### config.mk
export PLATFORM = sky130hd
export DESIGN_NAME = execute_muldiv_flat
export DESIGN_NICKNAME = d
export VERILOG_FILES = /design/src/rtl/execute_muldiv_if.sv /design/src/rtl/execute_muldiv.sv /design/src/flat_wrapper.sv
export SDC_FILE = /design/constraint.sdc
export NUM_CORES = 2
export LEC_CHECK = 0
export CORE_AREA = 4 4 375 377
export CTS_BUF_LIST = sky130_fd_sc_hd__clkbuf_4 sky130_fd_sc_hd__clkbuf_8
export CTS_CLUSTER_DIAMETER = 40
export DETAILED_ROUTE_END_ITERATION = 8
export DIE_AREA = 0 0 379 381
export HOLD_SLACK_MARGIN = 0.03
export PLACE_DENSITY = 0.45
export SYNTH_ARGS = -nofsm -noshare
export SYNTH_HDL_FRONTEND = slang
export SYNTH_SLANG_ARGS = --single-unit
### constraint.sdc
create_clock -name clk -period 9.2 [get_ports clk]
set_input_delay 0.92 -clock clk [delete_from_list [all_inputs] [get_ports clk]]
set_output_delay 0.92 -clock clk [all_outputs]
set_load 0.02 [all_outputs]
### src/rtl/execute_muldiv_if.sv
// Decode/mem-facing bundle of the execute stage: decode class flags and
// operands in, forwarding taps from mem/wb, and the execute-to-mem register bank out.
interface execute_muldiv_if #(
    parameter int XLEN = 32
);
    logic            branch_flush;
    logic            jal_flush;
    logic            stall;
    logic [4:0]      regD_mem;
    logic [4:0]      regD_wb;
    logic [XLEN-1:0] regD_val_mem;
    logic [XLEN-1:0] regD_val_wb;
    logic            regwrite_mem;
    logic            regwrite_wb;
    logic            rtype;
    logic            itype;
    logic            load;
    logic            store;
    logic            branch;
    logic            jal;
    logic            jalr;
    logic            muldiv;
    logic [XLEN-1:0] imm;
    logic [XLEN-1:0] pc;
    logic [31:0]     inst;
    logic [4:0]      reg1;
    logic [4:0]      reg2;
    logic [4:0]      regD;
    logic [XLEN-1:0] reg1val;
    logic [XLEN-1:0] reg2val;
    logic            regwrite;
    logic            loadF;
    logic            storeF;
    logic            jalF;
    logic            jalrF;
    logic            branch_cond;
    logic [XLEN-1:0] target;
    logic [XLEN-1:0] result;
    logic [XLEN-1:0] store_data;
    logic [4:0]      regDF;
    logic            busy;
    logic [4:0]      mshr_reg1;
    logic [4:0]      mshr_reg2;

    // Decode / mem side
    modport master (
        output branch_flush, jal_flush, stall, regD_mem, regD_wb, regD_val_mem, regD_val_wb,
               regwrite_mem, regwrite_wb, rtype, itype, load, store, branch, jal, jalr, muldiv,
               imm, pc, inst, reg1, reg2, regD, reg1val, reg2val,
        input  regwrite, loadF, storeF, jalF, jalrF, branch_cond, target, result, store_data,
               regDF, busy, mshr_reg1, mshr_reg2
    );

    // Execute stage side
    modport slave (
        input  branch_flush, jal_flush, stall, regD_mem, regD_wb, regD_val_mem, regD_val_wb,
               regwrite_mem, regwrite_wb, rtype, itype, load, store, branch, jal, jalr, muldiv,
               imm, pc, inst, reg1, reg2, regD, reg1val, reg2val,
        output regwrite, loadF, storeF, jalF, jalrF, branch_cond, target, result, store_data,
               regDF, busy, mshr_reg1, mshr_reg2
    );
endinterface

### src/rtl/execute_muldiv.sv
// Execute stage: single-cycle ALU/branch/jump/address path with mem/wb
// forwarding, plus an iterative RV32M multiply/divide unit that holds the
// front end through busy while it works.
module execute_muldiv #(
    parameter int XLEN           = 32,
    parameter int BITS_PER_CYCLE = 1
) (
    input logic              clk,
    input logic              rst,
    execute_muldiv_if.slave  bus
);
    localparam int N   = XLEN / BITS_PER_CYCLE;
    localparam int SHW = $clog2(XLEN);

    typedef enum logic [1:0] {IDLE, RUN, DONE} state_t;

    typedef struct packed {
        logic            regwrite;
        logic            loadF;
        logic            storeF;
        logic            jalF;
        logic            jalrF;
        logic            branchCond;
        logic [XLEN-1:0] target;
        logic [XLEN-1:0] result;
        logic [XLEN-1:0] storeData;
        logic [4:0]      regDF;
    } outBank_t;

    state_t          state_q;
    logic [6:0]      count_q;
    logic            stallPrev_q;
    outBank_t        out_q;
    logic [XLEN-1:0] accHi_q, accHi_d;
    logic [XLEN-1:0] accLo_q, accLo_d;
    logic [XLEN-1:0] opB_q;
    logic [2:0]      funct3_q;
    logic [4:0]      mdRegD_q;
    logic            negA_q, negB_q, divZero_q;

    logic            flush;
    logic            postStall;
    logic [XLEN-1:0] rs1Fwd, rs2Fwd;
    logic [2:0]      funct3;
    logic            aSigned, bSigned, negA, negB;
    logic [XLEN-1:0] magA, magB;
    logic [XLEN-1:0] opnd, aluRes;
    logic [SHW-1:0]  shamt;
    logic            brTaken;
    outBank_t        aluOut, doneOut;
    logic [XLEN:0]   mulSum, divRem;
    logic [2*XLEN-1:0] prodFull;
    logic [XLEN-1:0] quot, remd, mdResult;
    logic            unusedInstBits;

    assign flush          = bus.branch_flush | bus.jal_flush;
    assign funct3         = bus.inst[14:12];
    assign unusedInstBits = ^{bus.inst[31], bus.inst[29:15], bus.inst[11:0]};

    // Operand forwarding: mem beats wb, x0 never forwarded, and right after
    // a stall releases only mem is trusted since wb has already been consumed.
    always_comb begin
        postStall = stallPrev_q & ~bus.stall;
        rs1Fwd    = bus.reg1val;
        rs2Fwd    = bus.reg2val;
        if (bus.reg1 != 5'd0) begin
            if (bus.regwrite_mem && bus.regD_mem == bus.reg1)
                rs1Fwd = bus.regD_val_mem;
            else if (!postStall && bus.regwrite_wb && bus.regD_wb == bus.reg1)
                rs1Fwd = bus.regD_val_wb;
        end
        if (bus.reg2 != 5'd0) begin
            if (bus.regwrite_mem && bus.regD_mem == bus.reg2)
                rs2Fwd = bus.regD_val_mem;
            else if (!postStall && bus.regwrite_wb && bus.regD_wb == bus.reg2)
                rs2Fwd = bus.regD_val_wb;
        end
    end

    // Single-cycle ALU, branch compare and address/link generation
    always_comb begin
        opnd   = bus.itype ? bus.imm : rs2Fwd;
        shamt  = opnd[SHW-1:0];
        aluRes = '0;
        case (funct3)
            3'b000: aluRes = (bus.rtype && bus.inst[30]) ? rs1Fwd - opnd : rs1Fwd + opnd;
            3'b001: aluRes = rs1Fwd << shamt;
            3'b010: aluRes = {{(XLEN-1){1'b0}}, ($signed(rs1Fwd) < $signed(opnd))};
            3'b011: aluRes = {{(XLEN-1){1'b0}}, (rs1Fwd < opnd)};
            3'b100: aluRes = rs1Fwd ^ opnd;
            3'b101: aluRes = bus.inst[30] ? $unsigned($signed(rs1Fwd) >>> shamt) : rs1Fwd >> shamt;
            3'b110: aluRes = rs1Fwd | opnd;
            default: aluRes = rs1Fwd & opnd;
        endcase
        brTaken = 1'b0;
        case (funct3)
            3'b000: brTaken = (rs1Fwd == rs2Fwd);
            3'b001: brTaken = (rs1Fwd != rs2Fwd);
            3'b100: brTaken = ($signed(rs1Fwd) < $signed(rs2Fwd));
            3'b101: brTaken = ($signed(rs1Fwd) >= $signed(rs2Fwd));
            3'b110: brTaken = (rs1Fwd < rs2Fwd);
            3'b111: brTaken = (rs1Fwd >= rs2Fwd);
            default: brTaken = 1'b0;
        endcase
        aluOut            = '0;
        aluOut.regwrite   = bus.rtype | bus.itype | bus.load | bus.jal | bus.jalr;
        aluOut.loadF      = bus.load;
        aluOut.storeF     = bus.store;
        aluOut.jalF       = bus.jal;
        aluOut.jalrF      = bus.jalr;
        aluOut.branchCond = bus.branch & brTaken;
        aluOut.target     = bus.jalr ? rs1Fwd + bus.imm : bus.pc + bus.imm;
        if (bus.load || bus.store)
            aluOut.result = rs1Fwd + bus.imm;
        else if (bus.jal || bus.jalr)
            aluOut.result = bus.pc + XLEN'(4);
        else
            aluOut.result = aluRes;
        aluOut.storeData  = rs2Fwd;
        aluOut.regDF      = bus.regD;
    end

    // Operand signedness and magnitudes captured when a muldiv is accepted
    always_comb begin
        aSigned = (funct3 == 3'b001) | (funct3 == 3'b010) | (funct3 == 3'b100) | (funct3 == 3'b110);
        bSigned = (funct3 == 3'b001) | (funct3 == 3'b100) | (funct3 == 3'b110);
        negA    = aSigned & rs1Fwd[XLEN-1];
        negB    = bSigned & rs2Fwd[XLEN-1];
        magA    = negA ? -rs1Fwd : rs1Fwd;
        magB    = negB ? -rs2Fwd : rs2Fwd;
    end

    // One iteration: BITS_PER_CYCLE shift-add or restoring-divide steps.
    // Multiply keeps the product in {accHi,accLo}; divide keeps the partial
    // remainder in accHi and shifts the dividend out of / quotient into accLo.
    always_comb begin
        accHi_d = accHi_q;
        accLo_d = accLo_q;
        mulSum  = '0;
        divRem  = '0;
        for (int k = 0; k < BITS_PER_CYCLE; k++) begin
            if (!funct3_q[2]) begin
                mulSum  = {1'b0, accHi_d} + (accLo_d[0] ? {1'b0, opB_q} : {(XLEN+1){1'b0}});
                accLo_d = {mulSum[0], accLo_d[XLEN-1:1]};
                accHi_d = mulSum[XLEN:1];
            end else begin
                divRem  = {accHi_d, accLo_d[XLEN-1]};
                accLo_d = {accLo_d[XLEN-2:0], 1'b0};
                if (divRem >= {1'b0, opB_q}) begin
                    divRem     = divRem - {1'b0, opB_q};
                    accLo_d[0] = 1'b1;
                end
                accHi_d = divRem[XLEN-1:0];
            end
        end
    end

    // Sign fixup and special cases applied to the finished magnitudes
    always_comb begin
        prodFull = {accHi_q, accLo_q};
        if (negA_q ^ negB_q)
            prodFull = -prodFull;
        quot = (negA_q ^ negB_q) ? -accLo_q : accLo_q;
        if (divZero_q)
            quot = '1;
        remd = negA_q ? -accHi_q : accHi_q;
        case (funct3_q)
            3'b000:                 mdResult = prodFull[XLEN-1:0];
            3'b001, 3'b010, 3'b011: mdResult = prodFull[2*XLEN-1:XLEN];
            3'b100, 3'b101:         mdResult = quot;
            default:                mdResult = remd;
        endcase
        doneOut          = '0;
        doneOut.regwrite = 1'b1;
        doneOut.result   = mdResult;
        doneOut.regDF    = mdRegD_q;
    end

    // Control FSM together with the execute-to-mem register bank
    always_ff @(posedge clk or posedge rst) begin
        if (rst) begin
            state_q     <= IDLE;
            count_q     <= '0;
            stallPrev_q <= 1'b0;
            out_q       <= '0;
            accHi_q     <= '0;
            accLo_q     <= '0;
            opB_q       <= '0;
            funct3_q    <= '0;
            mdRegD_q    <= '0;
            negA_q      <= 1'b0;
            negB_q      <= 1'b0;
            divZero_q   <= 1'b0;
        end else begin
            stallPrev_q <= bus.stall;
            if (flush) begin
                state_q <= IDLE;
                out_q   <= '0;
            end else begin
                case (state_q)
                    IDLE: begin
                        if (!bus.stall) begin
                            if (bus.muldiv) begin
                                funct3_q  <= funct3;
                                mdRegD_q  <= bus.regD;
                                negA_q    <= negA;
                                negB_q    <= negB;
                                divZero_q <= (rs2Fwd == '0);
                                accHi_q   <= '0;
                                accLo_q   <= funct3[2] ? magA : magB;
                                opB_q     <= funct3[2] ? magB : magA;
                                count_q   <= '0;
                                out_q     <= '0;
                                state_q   <= RUN;
                            end else begin
                                out_q <= aluOut;
                            end
                        end
                    end
                    RUN: begin
                        accHi_q <= accHi_d;
                        accLo_q <= accLo_d;
                        count_q <= count_q + 7'd1;
                        if (count_q == 7'(N - 1))
                            state_q <= DONE;
                    end
                    DONE: begin
                        if (!bus.stall) begin
                            out_q   <= doneOut;
                            state_q <= IDLE;
                        end
                    end
                    default: state_q <= IDLE;
                endcase
            end
        end
    end

    assign bus.busy = ~rst & ~flush &
                      (((state_q == IDLE) & bus.muldiv & ~bus.stall) | (state_q == RUN));

    assign bus.regwrite    = out_q.regwrite;
    assign bus.loadF       = out_q.loadF;
    assign bus.storeF      = out_q.storeF;
    assign bus.jalF        = out_q.jalF;
    assign bus.jalrF       = out_q.jalrF;
    assign bus.branch_cond = out_q.branchCond;
    assign bus.target      = out_q.target;
    assign bus.result      = out_q.result;
    assign bus.store_data  = out_q.storeData;
    assign bus.regDF       = out_q.regDF;
    assign bus.mshr_reg1   = bus.reg1;
    assign bus.mshr_reg2   = bus.reg2;
endmodule
### src/flat_wrapper.sv
// flat-port wrapper written by rule: the top's interface ports become plain ports
module execute_muldiv_flat 
#(
    parameter int XLEN           = 32,
    parameter int BITS_PER_CYCLE = 1
)
  (clk, rst, bus_branch_flush, bus_jal_flush, bus_stall, bus_regD_mem, bus_regD_wb, bus_regD_val_mem, bus_regD_val_wb, bus_regwrite_mem, bus_regwrite_wb, bus_rtype, bus_itype, bus_load, bus_store, bus_branch, bus_jal, bus_jalr, bus_muldiv, bus_imm, bus_pc, bus_inst, bus_reg1, bus_reg2, bus_regD, bus_reg1val, bus_reg2val, bus_regwrite, bus_loadF, bus_storeF, bus_jalF, bus_jalrF, bus_branch_cond, bus_target, bus_result, bus_store_data, bus_regDF, bus_busy, bus_mshr_reg1, bus_mshr_reg2);
  execute_muldiv_if #(.XLEN(XLEN)) bus_i ();
  input logic clk;
  input logic rst;
  input wire logic [$bits(bus_i.branch_flush)-1:0] bus_branch_flush;
  input wire logic [$bits(bus_i.jal_flush)-1:0] bus_jal_flush;
  input wire logic [$bits(bus_i.stall)-1:0] bus_stall;
  input wire logic [$bits(bus_i.regD_mem)-1:0] bus_regD_mem;
  input wire logic [$bits(bus_i.regD_wb)-1:0] bus_regD_wb;
  input wire logic [$bits(bus_i.regD_val_mem)-1:0] bus_regD_val_mem;
  input wire logic [$bits(bus_i.regD_val_wb)-1:0] bus_regD_val_wb;
  input wire logic [$bits(bus_i.regwrite_mem)-1:0] bus_regwrite_mem;
  input wire logic [$bits(bus_i.regwrite_wb)-1:0] bus_regwrite_wb;
  input wire logic [$bits(bus_i.rtype)-1:0] bus_rtype;
  input wire logic [$bits(bus_i.itype)-1:0] bus_itype;
  input wire logic [$bits(bus_i.load)-1:0] bus_load;
  input wire logic [$bits(bus_i.store)-1:0] bus_store;
  input wire logic [$bits(bus_i.branch)-1:0] bus_branch;
  input wire logic [$bits(bus_i.jal)-1:0] bus_jal;
  input wire logic [$bits(bus_i.jalr)-1:0] bus_jalr;
  input wire logic [$bits(bus_i.muldiv)-1:0] bus_muldiv;
  input wire logic [$bits(bus_i.imm)-1:0] bus_imm;
  input wire logic [$bits(bus_i.pc)-1:0] bus_pc;
  input wire logic [$bits(bus_i.inst)-1:0] bus_inst;
  input wire logic [$bits(bus_i.reg1)-1:0] bus_reg1;
  input wire logic [$bits(bus_i.reg2)-1:0] bus_reg2;
  input wire logic [$bits(bus_i.regD)-1:0] bus_regD;
  input wire logic [$bits(bus_i.reg1val)-1:0] bus_reg1val;
  input wire logic [$bits(bus_i.reg2val)-1:0] bus_reg2val;
  output wire logic [$bits(bus_i.regwrite)-1:0] bus_regwrite;
  output wire logic [$bits(bus_i.loadF)-1:0] bus_loadF;
  output wire logic [$bits(bus_i.storeF)-1:0] bus_storeF;
  output wire logic [$bits(bus_i.jalF)-1:0] bus_jalF;
  output wire logic [$bits(bus_i.jalrF)-1:0] bus_jalrF;
  output wire logic [$bits(bus_i.branch_cond)-1:0] bus_branch_cond;
  output wire logic [$bits(bus_i.target)-1:0] bus_target;
  output wire logic [$bits(bus_i.result)-1:0] bus_result;
  output wire logic [$bits(bus_i.store_data)-1:0] bus_store_data;
  output wire logic [$bits(bus_i.regDF)-1:0] bus_regDF;
  output wire logic [$bits(bus_i.busy)-1:0] bus_busy;
  output wire logic [$bits(bus_i.mshr_reg1)-1:0] bus_mshr_reg1;
  output wire logic [$bits(bus_i.mshr_reg2)-1:0] bus_mshr_reg2;
  assign bus_i.branch_flush = bus_branch_flush;
  assign bus_i.jal_flush = bus_jal_flush;
  assign bus_i.stall = bus_stall;
  assign bus_i.regD_mem = bus_regD_mem;
  assign bus_i.regD_wb = bus_regD_wb;
  assign bus_i.regD_val_mem = bus_regD_val_mem;
  assign bus_i.regD_val_wb = bus_regD_val_wb;
  assign bus_i.regwrite_mem = bus_regwrite_mem;
  assign bus_i.regwrite_wb = bus_regwrite_wb;
  assign bus_i.rtype = bus_rtype;
  assign bus_i.itype = bus_itype;
  assign bus_i.load = bus_load;
  assign bus_i.store = bus_store;
  assign bus_i.branch = bus_branch;
  assign bus_i.jal = bus_jal;
  assign bus_i.jalr = bus_jalr;
  assign bus_i.muldiv = bus_muldiv;
  assign bus_i.imm = bus_imm;
  assign bus_i.pc = bus_pc;
  assign bus_i.inst = bus_inst;
  assign bus_i.reg1 = bus_reg1;
  assign bus_i.reg2 = bus_reg2;
  assign bus_i.regD = bus_regD;
  assign bus_i.reg1val = bus_reg1val;
  assign bus_i.reg2val = bus_reg2val;
  assign bus_regwrite = bus_i.regwrite;
  assign bus_loadF = bus_i.loadF;
  assign bus_storeF = bus_i.storeF;
  assign bus_jalF = bus_i.jalF;
  assign bus_jalrF = bus_i.jalrF;
  assign bus_branch_cond = bus_i.branch_cond;
  assign bus_target = bus_i.target;
  assign bus_result = bus_i.result;
  assign bus_store_data = bus_i.store_data;
  assign bus_regDF = bus_i.regDF;
  assign bus_busy = bus_i.busy;
  assign bus_mshr_reg1 = bus_i.mshr_reg1;
  assign bus_mshr_reg2 = bus_i.mshr_reg2;
  execute_muldiv #(.XLEN(XLEN), .BITS_PER_CYCLE(BITS_PER_CYCLE)) u_core (.clk(clk), .rst(rst), .bus(bus_i));
endmodule
-- Word-level counts from Yosys, hierarchy flattened
Index checks and enable logic that the tools add are counted.
- flip-flop bits (word level): 224
- bits in latches: 0
- RAM bits: 0
- memory bits (read-only): 0
- input bits: 264
- output and inout bits: 118
- logic and storage cells: 168
- memories: 0
- add/sub/neg operators: 13
- $mul: 0
- divide/modulo/power cells: 0
- order comparisons: 7
- eq/ne operators: 27
- shift operators: 3
- mux-type cells: 48
- bitwise operators: 26
- reductions and logical operators: 23
- operators with widths (cell ; count):
    $mux W32 ; 27
    $mux W107 ; 4
    $pmux W32 S7 ; 1
    $pmux W107 S2 ; 1
    $lt A32 B32 Y1 ; 4
    $neg A32 Y32 ; 4
    $pmux W32 S2 ; 2
    $add A32 B32 Y32 ; 3
    $pmux W32 S3 ; 1
    $ge A32 B32 Y1 ; 2
    $mux W64 ; 1
    $neg A64 Y64 ; 1
    $sub A32 B32 Y32 ; 2
    $add A32 B32 Y33 ; 1
    $ge A33 B32 Y1 ; 1
    $add A32 B3 Y32 const B ; 1
    $and A32 B32 Y32 ; 1
    $eq A32 B32 Y1 ; 1
    $logic_not A32 Y1 ; 1
    $ne A32 B32 Y1 ; 1
    $or A32 B32 Y32 ; 1
    $shl A32 B5 Y32 ; 1
    $shr A32 B5 Y32 ; 1
    $sshr A32 B5 Y32 ; 1
    other kinds (34) ; 83

-- Depth between registers and ports, before layout
- depth after elaboration: 18
- depth in mapped cells: 27
- depth with buffers taken out: 24

-- Worst setup path after synthesis
No wires, ideal clock.
- path kind: input to register
- start point: input port bus_reg1[0]
- end point: register u_core.out_q (netlist bit u_core.bus.result[31])
- setup time: 129 ps
- arrival: 6431 ps
- required time: 9071 ps
- setup slack: 2640 ps
- cell stages on the path: 22
- buffers on the path: 2
- cells stage by stage: or4_1 > nor2_1 > buf_2 > buf_2 > nor2_1 > a221oi_1 > ha_1 > inv_1 > o21ai_0 > o211a_1 > o41a_1 > o21a_1 > a41o_1 > o221a_2 > o41ai_1 > nor3_1 > a2111o_1 > a21oi_1 > xnor2_1 > o311ai_0 > a2bb2oi_1 > o41a_1
- cells in the longest elaborated chain, start to end: 14
- elaborated cells between the ends (all ways): 26
- classes of those cells: 3 x add/sub; 2 x eq/ne; 3 x shift; 12 x mux; 3 x bitwise; 3 x reduce/logical
- RTL lines (item ; RTL line ; source):
    start: declaration ; flat_wrapper.sv:31 ; input wire logic [$bits(bus_i.reg1)-1:0] bus_reg1;
    $eq A5 B5 Y1 ; execute_muldiv.sv:69 ; else if (!postStall && bus.regwrite_wb && bus.regD_wb == bus.reg1)
    $logic_and A1 B1 Y1 ; execute_muldiv.sv:69 ;
    $mux W32 ; execute_muldiv.sv:69 ;
    $mux W32 ; execute_muldiv.sv:67 ; if (bus.regwrite_mem && bus.regD_mem == bus.reg1)
    $mux W32 (*) ; execute_muldiv.sv:66 ; if (bus.reg1 != 5'd0) begin
    $add A32 B32 Y32 (tied with other cells) ; execute_muldiv.sv:86 ; 3'b000: aluRes = (bus.rtype && bus.inst[30]) ? rs1Fwd - opnd : rs1Fwd + opnd;
    $mux W32, on equally long branches ; execute_muldiv.sv:86, execute_muldiv.sv:91 ;
    $pmux W32 S7 ; execute_muldiv.sv:85 ; case (funct3)
    $mux W32 ; execute_muldiv.sv:115 ; else if (bus.jal || bus.jalr)
    $mux W32 (*) ; execute_muldiv.sv:113 ; if (bus.load || bus.store)
    $mux W107 (*) ; execute_muldiv.sv:203 ; if (bus.muldiv) begin
    $mux W107 (*) ; execute_muldiv.sv:202 ; if (!bus.stall) begin
    $pmux W107 S2 (*) ; execute_muldiv.sv:200 ; case (state_q)
    $mux W107 (*) ; execute_muldiv.sv:196 ; if (flush) begin
    end signal: assignment ; execute_muldiv.sv:216 ; out_q <= aluOut;
    end signal: assignment ; execute_muldiv.sv:229 ; out_q <= doneOut;
    end: declaration ; execute_muldiv.sv:33 ; outBank_t out_q;
Every way passes the cells marked *; elsewhere a longest branch is shown, timed or not. The select of a mux whose other input is x is not followed.
A chain may end at the register's enable or synchronous reset.

-- Worst setup path in the final report
- start point: input port bus_stall
- end point: register u_core.out_q (netlist bit u_core.bus.result[31])
- cells in the longest elaborated chain, start to end: 18
- elaborated cells between the ends (all ways): 34
- classes of those cells: 3 x add/sub; 2 x eq/ne; 3 x shift; 16 x mux; 5 x bitwise; 5 x reduce/logical
- RTL lines (item ; RTL line ; source):
    start: declaration ; flat_wrapper.sv:13 ; input wire logic [$bits(bus_i.stall)-1:0] bus_stall;
    $not A1 Y1 (no source line) ; n/a ;
    $and A1 B1 Y1 ; execute_muldiv.sv:63 ; postStall = stallPrev_q & ~bus.stall;
    $logic_not A1 Y1 ; execute_muldiv.sv:69, execute_muldiv.sv:75 ;
    $logic_and A1 B1 Y1 ; execute_muldiv.sv:69, execute_muldiv.sv:75 ;
    $logic_and A1 B1 Y1 ; execute_muldiv.sv:75 ; else if (!postStall && bus.regwrite_wb && bus.regD_wb == bus.reg2)
    $mux W32 ; execute_muldiv.sv:75 ;
    $mux W32 ; execute_muldiv.sv:73 ; if (bus.regwrite_mem && bus.regD_mem == bus.reg2)
    $mux W32 ; execute_muldiv.sv:72 ; if (bus.reg2 != 5'd0) begin
    (+2 left out) ; n/a ;
    $mux W32, on equally long branches ; execute_muldiv.sv:86, execute_muldiv.sv:91 ;
    $pmux W32 S7 ; execute_muldiv.sv:85 ;
    $mux W32 ; execute_muldiv.sv:115 ;
    $mux W32 ; execute_muldiv.sv:113 ;
    $mux W107 ; execute_muldiv.sv:203 ;
    $mux W107 ; execute_muldiv.sv:202 ;
    $pmux W107 S2 ; execute_muldiv.sv:200 ;
    $mux W107 ; execute_muldiv.sv:196 ;
Several ways; a longest one is shown, not always the timed one. The select of a mux whose other input is x is not followed.

==> Implementation_results.wiki <==
{| class="wikitable"
! Metric !! Value
|-
| Status || completed
|-
| HPWL reported at the end of detailed placement || 159000 um
|-
| Setup TNS || 0 ns
|-
| Later-pin clock latency in the skew report || 0.77 ns
|-
| DIE WIDTH || 379 um
|-
| R2R depth || 24
|-
| Element type at the critical path start || input port
|-
| Data required time of the worst path || 9.80 ns
|-
| Antenna violations before repair || 13
|-
| Final setup violating endpoints || 0
|-
| Final RePlAce weighted congestion || 1.01
|-
| Hold buffer count at cts || 0
|-
| Final hold violation count || 0
|-
| Time the worst path needs with I/O delays and setup || 7.73 ns
|-
| Proportion of power drawn by combinational gates || 55.1%
|-
| Internal Power || 3.37 mW
|-
| Sequential Power Share || 19.8%
|-
| DRT antenna net count || 0
|-
| Predominant post-synthesis flop cell || dfrtp_1
|-
| Placement Rows || 136
|-
| Max clock buf depth || 3
|-
| Post-DP Area || 0.0386 mm^2
|-
| Dominant cell type by area after synthesis || dfrtp_1
|-
| Sum of routed wire length over all layers || 198000 um
|-
| Violation count after the first detailed-route iteration || 4230
|-
| Cell Pwr Density || 162 mW/mm^2
|-
| Clock network fraction of total power || 25.1%
|-
| Die extent in y || 381 um
|-
| Pins Over Slew Limit || 0
|-
| Number of enable-type register cells in the synthesized netlist || 0
|-
| CTS clk-pin slew, worst paths || 0.05 ns
|-
| Post-cts gate resize count || 0
|-
| Worst slew margin relative to its limit || 4.85%
|-
| Arr. time, crit path || 8.32 ns
|-
| IO Port Bufs || 353
|-
| Hold/Removal Path Class || flop to flop
|-
| GRT Total Usage || 26.4%
|-
| Synthesized area || 0.0327 mm^2
|-
| Post-CTS setup buffers || 0
|-
| Clock Tree Root || clkbuf_8
|-
| Max-cap check violation count || 0
|-
| Net switching share of the total power || 48.1%
|-
| Proportion of synthesized chip area in sequential cells || 17.1%
|-
| Max Freq || 0.129 GHz
|-
| Mean post-synth cell area || 7.11 um^2
|-
| Number of stages on the worst hold path || 2
|-
| Post-route clock period utilization || 84.0%
|-
| CP peak stage delay || 0.67 ns
|-
| Fill cell count || 15200
|-
| Via count of the first global-routing pass || 36100
|-
| Static leakage || 16.8 nW
|-
| Largest net degree at the start of global routing || 102
|-
| Tightest Pin Transition || 1.43 ns
|-
| Total overflow reported by the global router || 0
|-
| Category of the worst setup path capture point || flop
|-
| Category of the most critical setup path || input port to flop
|-
| Count of TritonRoute iterations in the first routing pass || 6
|-
| Yosys Warn Count || 0
|-
| Leading cell type in the layout, fill and taps excluded || nand2_1
|-
| Unrepaired setup endpoints after global routing || false
|-
| Number of instances in the synthesized netlist || 4608
|-
| Overall power || 6.49 mW
|-
| Number of CTS-inserted buffers || 60
|-
| P_sw || 3.13 mW
|-
| Via density || 5.64
|-
| Fin Clk Skew || 0.0506 ns
|-
| Core occupancy in the finished layout || 29.2%
|-
| Total of flip-flops plus latches after synthesis || 224
|-
| Area enclosed by the die boundary || 0.144 mm^2
|-
| H-tree Lvls || 2
|-
| Largest vdd supply drop || 0.137 mV
|-
| TritonCTS clock tree || done
|-
| Post-DR wirelength/cell || 29.6 um
|-
| Wire length of the first global-routing pass || 277000 um
|-
| Fraction of post-synthesis cell area in the top cell type by area || 17.1%
|-
| Synth async-reset ratio || 100%
|-
| NumNets Final || 5375
|-
| Core Box Area || 0.137 mm^2
|-
| Library cells used by synthesis || 100
|-
| Cell with the biggest individual delay on the critical path || o41ai_1
|-
| Area added between synthesis and finish || 22.3%
|-
| Cell types occupying the most area after synthesis || dfrtp_1, ha_1, a21oi_1
|-
| Syn nets || 5128
|-
| DRC errors left || 0
|-
| Num ports || 382
|-
| Total number of clock tree sinks || 224
|-
| Routed via count || 37800
|-
| Final instance area || 0.0401 mm^2
|-
| Leading cell types in the layout, fill and taps excluded || nand2_1, o21ai_0, a21oi_1, nor2_1, clkdlybuf4s50_1
|-
| Maximum fanout along the worst path || 14
|-
| Initial Utilization || 23.9%
|-
| Proportion of layout cells with a drive suffix above 1 || 8.05%
|}
[registers in the layout (all words and copies together), names as in the netlist, 2 cells and up]
name,cells
u_core.bus.target,32
u_core.funct3_q,3
u_core.count_q,7
u_core.opB_q,32
u_core.bus.regDF,5
u_core.mdRegD_q,5
u_core.accHi_q,32
u_core.state_q,2
u_core.bus.result,32
u_core.accLo_q,32
u_core.bus.store_data,32
[worst paths after layout]
kind	start	to	slack [ns]
max	bus_stall	u_core.bus.result[31]$_DFFE_PP0P_	1.47
min	u_core.bus.target[22]$_DFFE_PP0P_	u_core.bus.target[22]$_DFFE_PP0P_	0.47
max reg2reg	u_core.stallPrev_q$_DFF_PP0_	u_core.bus.result[31]$_DFFE_PP0P_	2.03
min reg2reg	u_core.bus.target[22]$_DFFE_PP0P_	u_core.bus.target[22]$_DFFE_PP0P_	0.47
max in group asynchronous	rst	u_core.bus.jalrF$_DFFE_PP0P_	7.16
min in group asynchronous	rst	u_core.bus.store_data[27]$_DFFE_PP0P_	0.67
[critical path: cells and delay by family]
family	cells	cell delay (ns)
adder cells (fa/ha/maj)	1	0.38
XOR/XNOR	1	0.10
AND/OR/NAND/NOR	7	1.62
AO/OA/AOI/OAI	12	3.84
buffers and inverters	5	1.45
[power by group through the flow]
stage	clock, mW	sequential [mW]	combinational (mW)
3_3_place_gp	0	1.30	3.51
6_report	1.63	1.29	3.58
3_5_place_dp	0	1.30	3.50
2_1_floorplan	0	1.22	2.25
5_1_grt	1.71	1.30	3.84
4_1_cts	1.67	1.28	3.52
[synthesized netlist by cell type (31+ instances only)]
master and instances:
nand2_1 489, a21oi_1 453, o21ai_0 453, nor2_1 419
clkbuf_1 252, ha_1 252, dfrtp_1 224, xnor2_1 215
inv_1 202, mux2i_1 162, nor3_1 129, xor2_1 122
nand3_1 81, a21o_1 74, o211ai_1 74, a211oi_1 54
a31oi_1 53, o22ai_1 45, and3_1 44, nand4_1 42
o221ai_1 41, a22oi_1 40, or3_1 40, o21a_1 39
nand2b_1 32, buf_1 31, o21bai_1 31, o22a_1 31
[per-layer routing]
layer,wire length [um],global-route usage (%),up-vias
met4,13000,14.4,0
li1,-,-,17300
met1,83200,34.1,18700
met3,12600,3.72,354
met2,89700,42.2,1533
met5,0,0,-
[cells by family after synthesis]
kind of cell | after synthesis | share of synthesized area (%)
AO/OA/AOI/OAI | 1662 | 32.3
AND/OR/NAND/NOR | 1412 | 19.7
adder cells (fa/ha/maj) | 257 | 9.91
XOR/XNOR | 337 | 9.01
flip-flops | 224 | 17.1
multiplexers | 178 | 5.50
buffers and inverters | 538 | 6.47
[area by class of cell]
cell class | instances | area (um^2) | share of cell area (%)
diodes | 7 | 17.5 | 0.0437
well taps | 1794 | 2240 | 5.60
clock buffers | 82 | 1080 | 2.69
multi-input cells | 3846 | 25200 | 62.9
clock inverters | 32 | 409 | 1.02
repair buffers | 515 | 4730 | 11.8
inverters | 208 | 788 | 1.97
flip-flops and latches | 224 | 5610 | 14.0
[per-stage QoR]
stage	hold WS, ns	setup slack, ns	cells
finish	0.474	1.47	6708
CTS	0.481	1.59	6701
global route	0.491	1.06	6704
floorplan	0.446	2.15	4608
detailed placement	0.468	0.807	6587
global placement	0.460	0.876	6587
(Power assumes the default switching activity.)
